File: src/rtl/multicycle_sequencer.sv
// Multicycle control sequencer: FETCH/DECODE/EXEC/MEM/WB (+TRAP) control FSM with a retired-instruction counter.
// Build option: define ILLEGAL_TRAP_EN to park in TRAP on an illegal opcode instead of skipping it.
module multicycle_sequencer #(
  parameter logic [15:0] COUNT_RESET = 16'h0000  // reset value of the retired-instruction counter
) (
  input  logic        clock,
  input  logic        reset_n,
  input  logic [3:0]  opcode,
  input  logic        zero,
  input  logic        mem_ready,
  output logic        mem_req,
  output logic        mem_write,
  output logic        mem_addr_sel,
  output logic        ir_write,
  output logic        pc_write,
  output logic        reg_write,
  output logic        reg_dst,
  output logic        mem_to_reg,
  output logic        alu_src,
  output logic [1:0]  alu_op,
  output logic [1:0]  pc_src,
  output logic [2:0]  state,
  output logic        illegal_op,
  output logic [15:0] instr_count
);

  typedef enum logic [2:0] {
    FETCH  = 3'b000,
    DECODE = 3'b001,
    EXEC   = 3'b010,
    MEM    = 3'b011,
    WB     = 3'b100,
    TRAP   = 3'b101
  } state_t;

  localparam logic [3:0] OP_JUMP   = 4'b0000;
  localparam logic [3:0] OP_RTYPE  = 4'b0001;
  localparam logic [3:0] OP_LW     = 4'b0010;
  localparam logic [3:0] OP_SW     = 4'b0011;
  localparam logic [3:0] OP_BRANCH = 4'b0100;

  state_t      state_reg, state_next;
  logic [3:0]  op_reg;
  logic [15:0] count_reg;
  logic        retire;

  always_ff @(posedge clock) begin
    if (!reset_n) begin
      state_reg <= FETCH;
      op_reg    <= 4'b0000;
      count_reg <= COUNT_RESET;
    end else begin
      state_reg <= state_next;
      if (state_reg == DECODE) op_reg <= opcode;
      if (retire) count_reg <= count_reg + 16'd1;
    end
  end

  always_comb begin
    state_next   = FETCH;
    retire       = 1'b0;
    mem_req      = 1'b0;
    mem_write    = 1'b0;
    mem_addr_sel = 1'b0;
    ir_write     = 1'b0;
    pc_write     = 1'b0;
    reg_write    = 1'b0;
    reg_dst      = 1'b0;
    mem_to_reg   = 1'b0;
    alu_src      = 1'b0;
    alu_op       = 2'b00;
    pc_src       = 2'b00;
    illegal_op   = 1'b0;

    case (state_reg)
      FETCH: begin
        mem_req = 1'b1;
        if (mem_ready) begin
          ir_write   = 1'b1;
          pc_write   = 1'b1;
          state_next = DECODE;
        end else begin
          state_next = FETCH;
        end
      end
      // Decode looks at the live opcode; op_reg only holds it from EXEC onward.
      DECODE: begin
        if (opcode <= OP_BRANCH) begin
          state_next = EXEC;
        end else begin
          illegal_op = 1'b1;
`ifdef ILLEGAL_TRAP_EN
          state_next = TRAP;
`else
          state_next = FETCH;
`endif
        end
      end
      EXEC: begin
        case (op_reg)
          OP_RTYPE: begin
            alu_op     = 2'b10;
            state_next = WB;
          end
          OP_LW, OP_SW: begin
            alu_src    = 1'b1;
            state_next = MEM;
          end
          OP_BRANCH: begin
            alu_op   = 2'b01;
            pc_src   = 2'b01;
            pc_write = zero;
            retire   = 1'b1;
          end
          OP_JUMP: begin
            alu_op   = 2'b11;
            pc_src   = 2'b10;
            pc_write = 1'b1;
            retire   = 1'b1;
          end
          default: state_next = FETCH;
        endcase
      end
      MEM: begin
        mem_req      = 1'b1;
        mem_addr_sel = 1'b1;
        alu_src      = 1'b1;
        mem_write    = (op_reg == OP_SW);
        if (!mem_ready) begin
          state_next = MEM;
        end else if (op_reg == OP_SW) begin
          retire = 1'b1;
        end else begin
          state_next = WB;
        end
      end
      WB: begin
        reg_write  = 1'b1;
        reg_dst    = (op_reg == OP_RTYPE);
        mem_to_reg = (op_reg != OP_RTYPE);
        retire     = 1'b1;
      end
      TRAP: begin
`ifdef ILLEGAL_TRAP_EN
        illegal_op = 1'b1;
        state_next = TRAP;
`else
        state_next = FETCH;
`endif
      end
      default: state_next = FETCH;
    endcase

    // Reset overrides every control output, even mid-transaction.
    if (!reset_n) begin
      mem_req      = 1'b0;
      mem_write    = 1'b0;
      mem_addr_sel = 1'b0;
      ir_write     = 1'b0;
      pc_write     = 1'b0;
      reg_write    = 1'b0;
      reg_dst      = 1'b0;
      mem_to_reg   = 1'b0;
      alu_src      = 1'b0;
      alu_op       = 2'b00;
      pc_src       = 2'b00;
      illegal_op   = 1'b0;
    end
  end

  assign state       = state_reg;
  assign instr_count = count_reg;

endmodule

File: config.mk
export PLATFORM = sky130hd
export DESIGN_NAME = multicycle_sequencer
export DESIGN_NICKNAME = d
export VERILOG_FILES = /design/src/rtl/multicycle_sequencer.sv
export SDC_FILE = /design/constraint.sdc
export NUM_CORES = 1
export LEC_CHECK = 0
export CAP_MARGIN = 20
export CORE_UTILIZATION = 46
export DETAILED_ROUTE_END_ITERATION = 12
export PLACE_DENSITY = 0.82
export SYNTH_ARGS = -nofsm -noshare
export SYNTH_HDL_FRONTEND = slang
export SYNTH_SLANG_ARGS = --single-unit
File: constraint.sdc
create_clock -name clock -period 2.1 [get_ports clock]
set_clock_uncertainty 0.1 [all_clocks]
set_input_delay 0.42 -clock clock [delete_from_list [all_inputs] [get_ports clock]]
set_output_delay 0.42 -clock clock [all_outputs]
set_load 0.05 [all_outputs]
==> key figures, run 1 <==
GRT
  • Number of global-route vias before repair: roughly 1400
  • First-pass GRT wire length: slightly above 7000 um
  • GR Overflow Total: 0
  • GRT Util Overall: ~30%
  • Largest net degree at the start of global routing: 13
  • Initial antenna violation count: 0

Power and ir drop
  • Power, Total: 842 uW
  • Power density over the cells: about 370 nW/um2
  • Static Leak: roughly 0.001 uW
  • Peak VDD IR: 519 uV

Floorplanning
  • I/O Pins: 41
  • Height of the die: 55.7 um
  • Row Count: 19
  • Die width: about 56 um
  • Initial core utilization: between 40% and 50%
  • CORE AREA: around 2700 um2
  • Die footprint: slightly above 3000 um2

Synth
  • Async set-reset flop share out of synthesis: 0%
  • EDFF count, synth: 0
  • Ys flop type: dfxtp_1
  • Mapped cell area: 1330 um2
  • Synth Net Count: between 150 and 200
  • Yosys cell types: 37
  • Synth Area per Inst: ~8.6 um2
  • Seq/Total Area, Yosys: about a third
  • Flops & latches, synth: 23
  • Yosys warning count: 0
  • Syn Inst Count: between 150 and 200

Outcome
  • Outcome: finished, violations left
  • Failing checks: setup timing

Cells and area
  • Fin nets: between 200 and 250
  • Post-route cell area: 2290 um2
  • Largest register FFs: 16
  • N_diodes: 0
  • Layout cell share with drive strength beyond 1: around 42%
  • Area grow syn2layout: 72.9%
  • Fin cells: roughly 250

Timing
  • Min Tclk post-route: around 2.2 ns
  • Hold Fails Final Rpt: 0
  • Worst setup slack after layout: -0.105 ns
  • Slew Limit Headroom: roughly 65%
  • Max-slew violations: 0
  • Worst slew pin tran: slightly above 0.5 ns
  • Max Freq: 0.453 GHz
  • Setup_tns: -0.420 ns
  • Crit share post-route: 105%
  • RSZ-0062 raised after global routing: true
  • Setup violators final: 8

Detailed routing
  • Vias per inst: ~5.7
  • Drt first pass iters: 4
  • ANT nets after route: 0
  • Routed wire length: 4490 um
  • Vias: between 1000 and 1500
  • DR iter-0 viols: 63
  • DRC: 0
  • Mean routed wirelength per cell: 17.8 um

Setup path
  • Critical-path top delay cell: dfxtp_4
  • Worst path cell trace: and2b_4, buf_6, nand4b_1, a21oi_2, buf_12
  • CP peak stage delay: between 0.3 and 0.4 ns
  • Startpoint Class: flop
  • Critical path depth in cells: 5
  • WP data arrival: ~1.7 ns
  • Worst Path Required: between 1.5 and 2 ns
  • Worst Reg-to-Reg Cells: 8
  • Critical Path End Type: output pin
  • Kind of critical path: flop to output pin
  • CP Buf/Inv Count: 2
  • Max FO, Critical Path: 7
  • Cell family with most CP delay: simple AND/OR/NAND/NOR gates

Placement
  • RD Place Congestion: between 0.8 and 0.9
  • Cells after DPL: 233
  • I/O Buffers: 40
  • Detailed-placement wirelength estimate: around 2900 um
  • Placed inst area: around 2100 um2
  • Setup WS pre-CTS: -0.298 ns

Clocking
  • H-tree Lvls: 1
  • Clock Sink Count: 23
  • CTS buffer count: 3
  • CTS tree: yes
  • Longest Clk Path Bufs: 2
  • Clock root cell: clkbuf_4
  • Hold-fix buffers at CTS: 0
  • Clock transition at path regs: between 0.1 and 0.15 ns
  • Worst-Skew Late Latency: ~0.32 ns

Run
  • Max_cap viols: 0

Min path
  • Hold path depth: 2
  • Hold Path Class: flop to flop
## placed cells by master, fill, tap and decap left out, types with 4 or more instances in the layout
cell and n:
buf_12 15, xnor2_1 13, nand3_1 7, buf_4 34, mux2i_1 6, clkdlybuf4s50_1 10, dlymetal6s2s_1 6, nand2_1 10
nand2b_1 4, nor2_1 22, a21oi_1 12, dfxtp_1 18, inv_1 4
## worst min-delay path, delay by kind of cell, from the launching register on
kind	cells	cell delay, ns
AND/OR/NAND/NOR	1	0.06
flip-flops	1	0.33
multiplexers	1	0.06
## metal layers
metal	vias to the layer above	global-route usage [%]	routed length (um)	share of wire, %
met5	-	0	0	0
li1	667	-	-	-
met1	691	38.0	1780	40
met4	0	8.57	167	3.7
met3	17	6.74	291	6.5
met2	66	49.6	2250	50
## synth_stat cells (2+ instances only)
cell type	number	area [um2]
mux2i_1	6	60.1
nand2_1	12	45.0
nand3_1	7	35.0
nor3_1	4	20.0
a211oi_2	3	37.5
buf_2	2	10.0
nor2_1	25	93.8
dfxtp_1	23	460
and4_1	2	17.5
inv_1	5	18.8
and2_1	2	12.5
nand4_1	3	18.8
xnor2_1	13	114
buf_4	2	15.0
clkbuf_1	2	7.51
nand4_4	2	42.5
nand2b_1	5	31.3
a21oi_1	14	70.1
a211oi_1	2	15.0
nor3b_2	2	25.0
nor2b_1	2	12.5
## layout make-up
class	instances	area [um2]
Clock buffer	4	26.3
Multi-Input combinational cell	119	952
Timing Repair Buffer	70	781
Fill cell	136	439
Inverter	5	22.5
Sequential cell	23	474
Tap cell	31	38.8
## metrics by stage
| stage | hold WS (ns) | util, % |
|---|---|---|
| floorplan | 0.461 | - |
| global placement | 0.356 | 75.9 |
| detailed placement | 0.376 | 75.9 |
| CTS | 0.396 | 81.1 |
| global route | 0.417 | 83.9 |
| finish | 0.390 | 83.9 |
## final timing paths
check	from	end	slack [ns]
setup / recovery	state[2]	alu_src	-0.11
hold / removal	instr_count[15]	instr_count[15]	0.39
setup reg to reg	state[2]	instr_count[7]	0.01
hold reg to reg	instr_count[15]	instr_count[15]	0.39
## report_power, final
group / switching, uW / total [uW] / internal [uW] / leakage [uW]
combinational: 94.8 / 183 / 88.2 / 0.000775
sequential: 15.0 / 455 / 440 / 0.000189
clock: 130 / 204 / 74.5 / 0.0000150
## cells by family after synthesis
| group | share of synthesized area [%] |
|---|---|
| buffers and inverters | 4.15 |
| muxes | 5.37 |
| xor gates and xnor gates | 8.58 |
| adders and majority gates | 0.942 |
| DFF | 34.7 |
| AOI/OAI and AO/OA | 13.9 |
| and+or+nand+nor | 32.3 |
## what timing repair did
item	in CTS	in global routing
resized for setup	13	16
setup endpoints to repair	13	22
gates cloned	0	0
buffers inserted	11	5
hold endpoints to repair	0	0
pin swaps	4	5
Note: power is estimated with default switching activity, not from simulation.
==> run 2: changes to the inputs <==
ABC_CLOCK_PERIOD_IN_PS = 2100   (was default)
==> results of run 2 <==
No change in the layout: final DEF, timing and power equal those of run 1.
